### config.mk
export PLATFORM = sky130hd
export DESIGN_NAME = reg_access_sequencer
export DESIGN_NICKNAME = d
export VERILOG_FILES = /design/src/rtl/reg_access_sequencer.sv
export SDC_FILE = /design/constraint.sdc
export NUM_CORES = 1
export LEC_CHECK = 0
export ABC_AREA = 0
export CAP_MARGIN = 10
export CORE_ASPECT_RATIO = 0.7
export CORE_UTILIZATION = 55
export CTS_CLUSTER_SIZE = 25
export DETAILED_ROUTE_END_ITERATION = 8
export PLACE_DENSITY = 0.95
export SYNTH_ARGS = -nofsm -noshare
export SYNTH_HDL_FRONTEND = slang
export SYNTH_SLANG_ARGS = --single-unit
export TNS_END_PERCENT = 100
### constraint.sdc
create_clock -name clk -period 4.7 [get_ports clk]
set_input_delay 0.94 -clock clk [delete_from_list [all_inputs] [get_ports clk]]
set_output_delay 0.94 -clock clk [all_outputs]
set_load 0.005 [all_outputs]
### src/rtl/reg_access_sequencer.sv
// Burst command sequencer between the host word stream and the 32x32 register block.
// Drives reg_num_le / wr_en / rd_en with auto-incrementing register numbers and returns readback plus a status trailer.
module reg_access_sequencer #(
  parameter int RD_LATENCY = 1
) (
  input  logic        clk,
  input  logic        reset,
  input  logic [31:0] cmd_data,
  input  logic        cmd_valid,
  output logic        cmd_ready,
  output logic [31:0] rsp_data,
  output logic        rsp_valid,
  input  logic        rsp_ready,
  output logic [31:0] reg_rx_data,
  output logic        reg_num_le,
  output logic        wr_en,
  output logic        rd_en,
  input  logic [31:0] reg_tx_data,
  input  logic        illegal_reg_num,
  output logic        busy
);

  typedef enum logic [3:0] {
    IDLE, LOAD, CHECK, WDATA, WR, RD, RWAIT, RSP, DRAIN, STATUS
  } state_t;

  localparam logic [7:0] LAT_LAST = 8'(RD_LATENCY - 1);

  state_t      state;
  logic        rw;
  logic [7:0]  count;
  logic [7:0]  done;
  logic [7:0]  cnt;
  logic [15:0] reg_num;
  logic [3:0]  err;
  logic        cmd_fire;
  logic        rsp_fire;
  logic [7:0]  next_done;
  logic        last;

  assign cmd_fire  = cmd_valid && cmd_ready;
  assign rsp_fire  = rsp_valid && rsp_ready;
  assign next_done = done + 8'd1;
  assign last      = (next_done == count);

  function automatic logic [31:0] status_word(input logic rw_f, input logic [7:0] done_f,
                                              input logic [3:0] err_f);
    return {4'hF, rw_f, 3'b000, done_f, 12'h000, err_f};
  endfunction

  always_ff @(posedge clk) begin
    if (reset) begin
      state       <= IDLE;
      cmd_ready   <= 1'b0;
      rsp_valid   <= 1'b0;
      rsp_data    <= 32'h0;
      reg_rx_data <= 32'h0;
      reg_num_le  <= 1'b0;
      wr_en       <= 1'b0;
      rd_en       <= 1'b0;
      busy        <= 1'b0;
      rw          <= 1'b0;
      count       <= 8'h0;
      done        <= 8'h0;
      cnt         <= 8'h0;
      reg_num     <= 16'h0;
      err         <= 4'h0;
    end else begin
      case (state)
        IDLE: begin
          cmd_ready <= 1'b1;
          if (cmd_fire) begin
            cmd_ready <= 1'b0;
            busy      <= 1'b1;
            rw        <= cmd_data[31];
            count     <= cmd_data[23:16];
            reg_num   <= cmd_data[15:0];
            done      <= 8'h0;
            if (cmd_data[30:24] != 7'd0) begin
              err       <= 4'd3;
              rsp_valid <= 1'b1;
              rsp_data  <= status_word(cmd_data[31], 8'h0, 4'd3);
              state     <= STATUS;
            end else if (cmd_data[23:16] == 8'd0) begin
              err       <= 4'd1;
              rsp_valid <= 1'b1;
              rsp_data  <= status_word(cmd_data[31], 8'h0, 4'd1);
              state     <= STATUS;
            end else begin
              err         <= 4'd0;
              reg_num_le  <= 1'b1;
              reg_rx_data <= {16'h0, cmd_data[15:0]};
              state       <= LOAD;
            end
          end
        end
        LOAD: begin
          reg_num_le <= 1'b0;
          state      <= CHECK;
        end
        CHECK: begin
          // illegal_reg_num reflects the number latched by the previous cycle's strobe
          if (illegal_reg_num) begin
            err <= 4'd2;
            if (rw) begin
              cmd_ready <= 1'b1;
              cnt       <= count - done;
              state     <= DRAIN;
            end else begin
              rsp_valid <= 1'b1;
              rsp_data  <= status_word(rw, done, 4'd2);
              state     <= STATUS;
            end
          end else if (rw) begin
            cmd_ready <= 1'b1;
            state     <= WDATA;
          end else begin
            rd_en <= 1'b1;
            state <= RD;
          end
        end
        WDATA: begin
          if (cmd_fire) begin
            cmd_ready   <= 1'b0;
            wr_en       <= 1'b1;
            reg_rx_data <= cmd_data;
            state       <= WR;
          end
        end
        WR: begin
          wr_en   <= 1'b0;
          done    <= next_done;
          reg_num <= reg_num + 16'd1;
          if (last) begin
            rsp_valid <= 1'b1;
            rsp_data  <= status_word(rw, next_done, err);
            state     <= STATUS;
          end else begin
            reg_num_le  <= 1'b1;
            reg_rx_data <= {16'h0, reg_num + 16'd1};
            state       <= LOAD;
          end
        end
        RD: begin
          rd_en <= 1'b0;
          cnt   <= LAT_LAST;
          state <= RWAIT;
        end
        RWAIT: begin
          if (cnt == 8'd0) begin
            rsp_data  <= reg_tx_data;
            rsp_valid <= 1'b1;
            state     <= RSP;
          end else begin
            cnt <= cnt - 8'd1;
          end
        end
        RSP: begin
          if (rsp_fire) begin
            done    <= next_done;
            reg_num <= reg_num + 16'd1;
            if (last) begin
              rsp_data <= status_word(rw, next_done, err);
              state    <= STATUS;
            end else begin
              rsp_valid   <= 1'b0;
              reg_num_le  <= 1'b1;
              reg_rx_data <= {16'h0, reg_num + 16'd1};
              state       <= LOAD;
            end
          end
        end
        DRAIN: begin
          if (cmd_fire) begin
            cnt <= cnt - 8'd1;
            if (cnt == 8'd1) begin
              cmd_ready <= 1'b0;
              rsp_valid <= 1'b1;
              rsp_data  <= status_word(rw, done, err);
              state     <= STATUS;
            end
          end
        end
        STATUS: begin
          if (rsp_fire) begin
            rsp_valid <= 1'b0;
            busy      <= 1'b0;
            cmd_ready <= 1'b1;
            state     <= IDLE;
          end
        end
        default: state <= IDLE;
      endcase
    end
  end

endmodule

Yosys cells after proc, flatten, opt, wreduce, memory -nomap -nowiden
Cells that the tools add are included.
- add/sub/neg operators: 4
- equality and inequality tests: 28
- muxes and demuxes: 79
- reduce and logical (&&, ||, !) cells: 30
- operators by type and width (operator ; count):
    32-bit two-way mux ; 16
    32-bit one-hot mux with 6 select lines ; 1
    32-bit one-hot mux with 4 select lines ; 1
    4-bit two-way mux ; 13
    8-bit two-way mux ; 6
    16-bit one-hot mux with 3 select lines ; 1
    4-bit one-hot mux with 10 select lines ; 1
    16-bit two-way mux ; 2
    2-bit inequality test, second input constant ; 16
    8-bit one-hot mux with 4 select lines ; 1
    1-bit two-way mux ; 27
    8-bit one-hot mux with 3 select lines ; 1
    16-bit by 1-bit adder with 16-bit output, second input constant ; 1
    4-bit by 3-bit == test with 1-bit output, second input constant ; 4
    8-bit zero test ; 2
    7-bit nonzero test ; 2
    12-bit AND reduction ; 1
    3-bit AND reduction ; 4
    6-bit AND reduction ; 2
    4-bit nonzero test ; 3
    5-bit AND reduction ; 2
    9-bit AND reduction ; 1
    8-bit by 1-bit adder with 8-bit output, second input constant ; 1
    4-bit by 2-bit == test with 1-bit output, second input constant ; 2
    22 further kinds ; 30
- flip-flop bits (word level): 119
- bits of input ports: 69
- output and inout port bits: 70
- logic and storage cells: 156

Logic depth before layout (Yosys ltp)
- word-level depth: 5
- depth in mapped cells: 10
- depth with buffers taken out: 9

Worst setup path after synthesis
Ideal clock, no wire load.
- path type: input -> register
- start: input cmd_data[19]
- end: register rsp_data[1]
- library setup time: 0.071 ns
- data arrival time: 2.783 ns
- data required time: 4.629 ns
- path slack: 1.847 ns
- cell stages on the path: 6
- path buffers: 1
- cells stage by stage: or4_1 o211ai_1 o2111ai_2 buf_6 or4_1 a21oi_1
- longest elaborated chain between the ends: 3
- RTL lines (what ; RTL line ; RTL):
    start, declared ; 8 ; input logic [31:0] cmd_data,
    8-bit zero test ; 84 ; end else if (cmd_data[23:16] == 8'd0) begin
    3-bit inequality test (no line) ; - ;
    9-bit AND reduction (no line) ; - ;
    end signal, assigned ; 82 ; rsp_data <= status_word(cmd_data[31], 8'h0, 4'd3);
    end signal, assigned ; 87 ; rsp_data <= status_word(cmd_data[31], 8'h0, 4'd1);
    end signal, assigned ; 111 ; rsp_data <= status_word(rw, done, 4'd2);
    end, declared ; 11 ; output logic [31:0] rsp_data,
Every way passes these cells.
A chain may end at the register's enable or synchronous reset.

Worst setup path after layout
- start: input cmd_data[16]
- end: register rsp_data[1]
The elaborated chain is that of the path after synthesis.

==> results.txt <==
first-pass GRT wire length - 33,200 um
routability cong. - 0.945
WL met2 - 9100 um
CTS Buffer Depth - 2
Clock Latency Late Sink - 0.42 ns
Detailed Place HPWL - 13,700 um
Overflow after GRT - 0
# hold bufs at CTS - 0
port bufs - 138
synth-to-layout area growth - 32.1%
PostCTS Resize Cnt - 0
met1 WL - 8400 um
Overall Global Routing Usage - 35.3%
run status - finished, final reports clean
Worst Setup Slack post-DPL - 0.782 ns
detailed-route DRC error count - 0
initial core utilization - 57.2%
number of global-route vias before repair - 6,719
EDFF count, synth - 0
Core Region - 11,100 sq um
area leader, netlist - dfxtp_1
die area - 12,000 sq um
Tot Pwr - 4080 uW
# setup viols final - 0
Switching Share - 36.2%
top cell type's share of synthesized area - 36.8%
Max-Cap Viols - 0
antenna violation net count after detailed routing - 0
post-route minimum period - 3.64 ns
Startpoint Class - primary input
PnR worst setup slack - 1.06 ns
total CTS buffers - 17
Die Ht - 92.0 um
Slew HR - 24.8%
Clk pwr share - 33.8%
WP data required - 5.04 ns
Syn Area/Cell - 7.72 sq um
CTS H-tree depth - 4
Layout Nets - 1,012
Logic pwr share - 34.1%
Hold Crit Class - flip-flop to flip-flop
main area contributors after synthesis - dfxtp_1 37%, a21oi_1 7.6%, o21ai_0 6.5%
Fmax - 275 MHz
clock sink count - 117
clk_skew - 0.00645 ns
fraction of layout cells with a size suffix above 1 - 6.37%
Via Count - 7,089
post-synthesis cell area - 6360 sq um
router iterations before antenna repair - 7
leading cell type by number of instances after synthesis - dfxtp_1
Die Wd - 131 um
TritonCTS clock tree - built
mean routed wirelength per cell - 18.9 um
PD cells - 485 nW/um^2
Pint - 2600 uW
routed length on met3 - 2530 um
num ports - 139
worst vdd ir - 0.000379 V
initial drt markers - 1,064
final hold vios - 0
Via-to-Cell Ratio - 6.47
Setup Crit Path Kind - primary input to flip-flop
final wirelength - 20,700 um
cell count after synthesis - 824
Synth Flop Type - dfxtp_1
measured slew at the worst slew-check pin - 1.12 ns
Synth top cells by count - 117 x dfxtp_1, 99 x nand2_1, 96 x a21oi_1
CTS root buf - clkbuf_16
Post-synth ARST share - 0%
Top Metal Used - met4
Slew Viols, Final - 0
sequential area share after synthesis - 36.8%
Final period util - 77.5%
CP arrival - 3.98 ns
diode count - 0
post-CTS setup buffer count - 0
largest net degree at the start of global routing - 67
syn_nets - 905
Flop pwr share - 32.0%
TNS Setup - 0 ns
# rows - 32
fin util - 75.5%
Worst Path Max Fanout - 23
RSZ-0062 raised after global routing - false
Synth cell types - 67
Critical Path End Type - flip-flop
Yosys reg bits - 117
Ys Warns - 0
clock-pin slew on the worst setup and hold paths - 0.05 ns
initial antenna violation count - 0
net switching power - 1480 uW
P_leak - 0.00297 uW
==> sequential cells by signal (all words and copies together) (netlist names) <==
signal,count
busy,1
rsp_valid,1
reg_rx_data,32
reg_num_le,1
cnt,8
reg_num,16
cmd_ready,1
rd_en,1
err,2
done,8
state,4
count,8
rw,1
wr_en,1
rsp_data,32
==> path summary, 6_finish.rpt <==
path	cells after the start	slack, ns	end	from
worst max-delay path	6	1.06	rsp_data[1]	cmd_data[16]
worst min-delay path	2	0.46	count[0]	count[0]
worst max register to register	6	1.41	rsp_data[1]	state[0]
worst min register to register	2	0.46	count[0]	count[0]
==> worst max-delay path: stages <==
cell             delay, ns
clkdlybuf4s50_1       0.46
or4_1                 0.54
o211ai_1              0.62
o2111ai_2             0.55
or4_1                 0.71
a21oi_1               0.15
==> routing by layer <==
metal  GRT usage, %  up-vias
met5              0        -
li1               -     3229
met1           45.4     3286
met2           53.9      491
met3           11.4       83
met4           14.9        0
==> cells by family (layout without fill, tap and decap cells) <==
kind of cell,after synthesis,count (layout),synth area share (%)
adders and majority gates,12,12,2.48
muxes,6,6,0.944
xor gates and xnor gates,23,23,3.17
AOI/OAI and AO/OA,290,290,28.2
DFF,117,117,36.8
and+or+nand+nor,295,295,23.1
buffers and inverters,81,199,5.23
==> metrics by stage <==
| stage | std cells | hold WS [ns] | area, sq um |
|---|---|---|---|
| final | 1095 | 0.462 | 8400 |
| after global routing | 1095 | 0.491 | 8400 |
| after floorplan | 824 | 0.436 | 6360 |
| after detailed placement | 1065 | 0.447 | 7780 |
| after global placement | 1065 | 0.446 | 7780 |
| after CTS | 1095 | 0.462 | 8400 |
==> area by class of cell <==
cell class	instances	area [sq um]
sequential	117	2340
inverter	18	67.6
clock inverter	9	151
clock buffer	21	470
tap	153	191
fill	831	2730
multi-input combinational	626	3700
timing repair buffer	151	1480
==> power by group through the flow <==
stage,sequential [uW],clock [uW],combinational (uW)
after CTS,1300,1380,1350
final,1310,1380,1390
after global routing,1320,1430,1500
after detailed placement,1310,0,1330
after global placement,1310,0,1300
after floorplan,1250,0,983
==> cells in the final DEF (no fill, tap or decap), drive strengths merged, types with 5 or more instances in the layout <==
master	count
nor3	15
nand3	39
nor2b	6
and3	8
a21oi	98
clkdlybuf4s50	137
nor2	54
a31oi	7
mux2i	6
a21o	9
nand2b	7
inv	17
or4	7
buf	14
a22o	17
nand4	26
nand2	99
o21a	6
ha	11
xnor2	8
clkinv	5
a211oi	9
xor2	15
o211ai	10
or3	10
o21ai	84
dfxtp	117
o22ai	9
a22oi	6
nor4	8
a221oi	8
o31ai	5
clkbuf	21
Power figures use the tool's default switching activity.
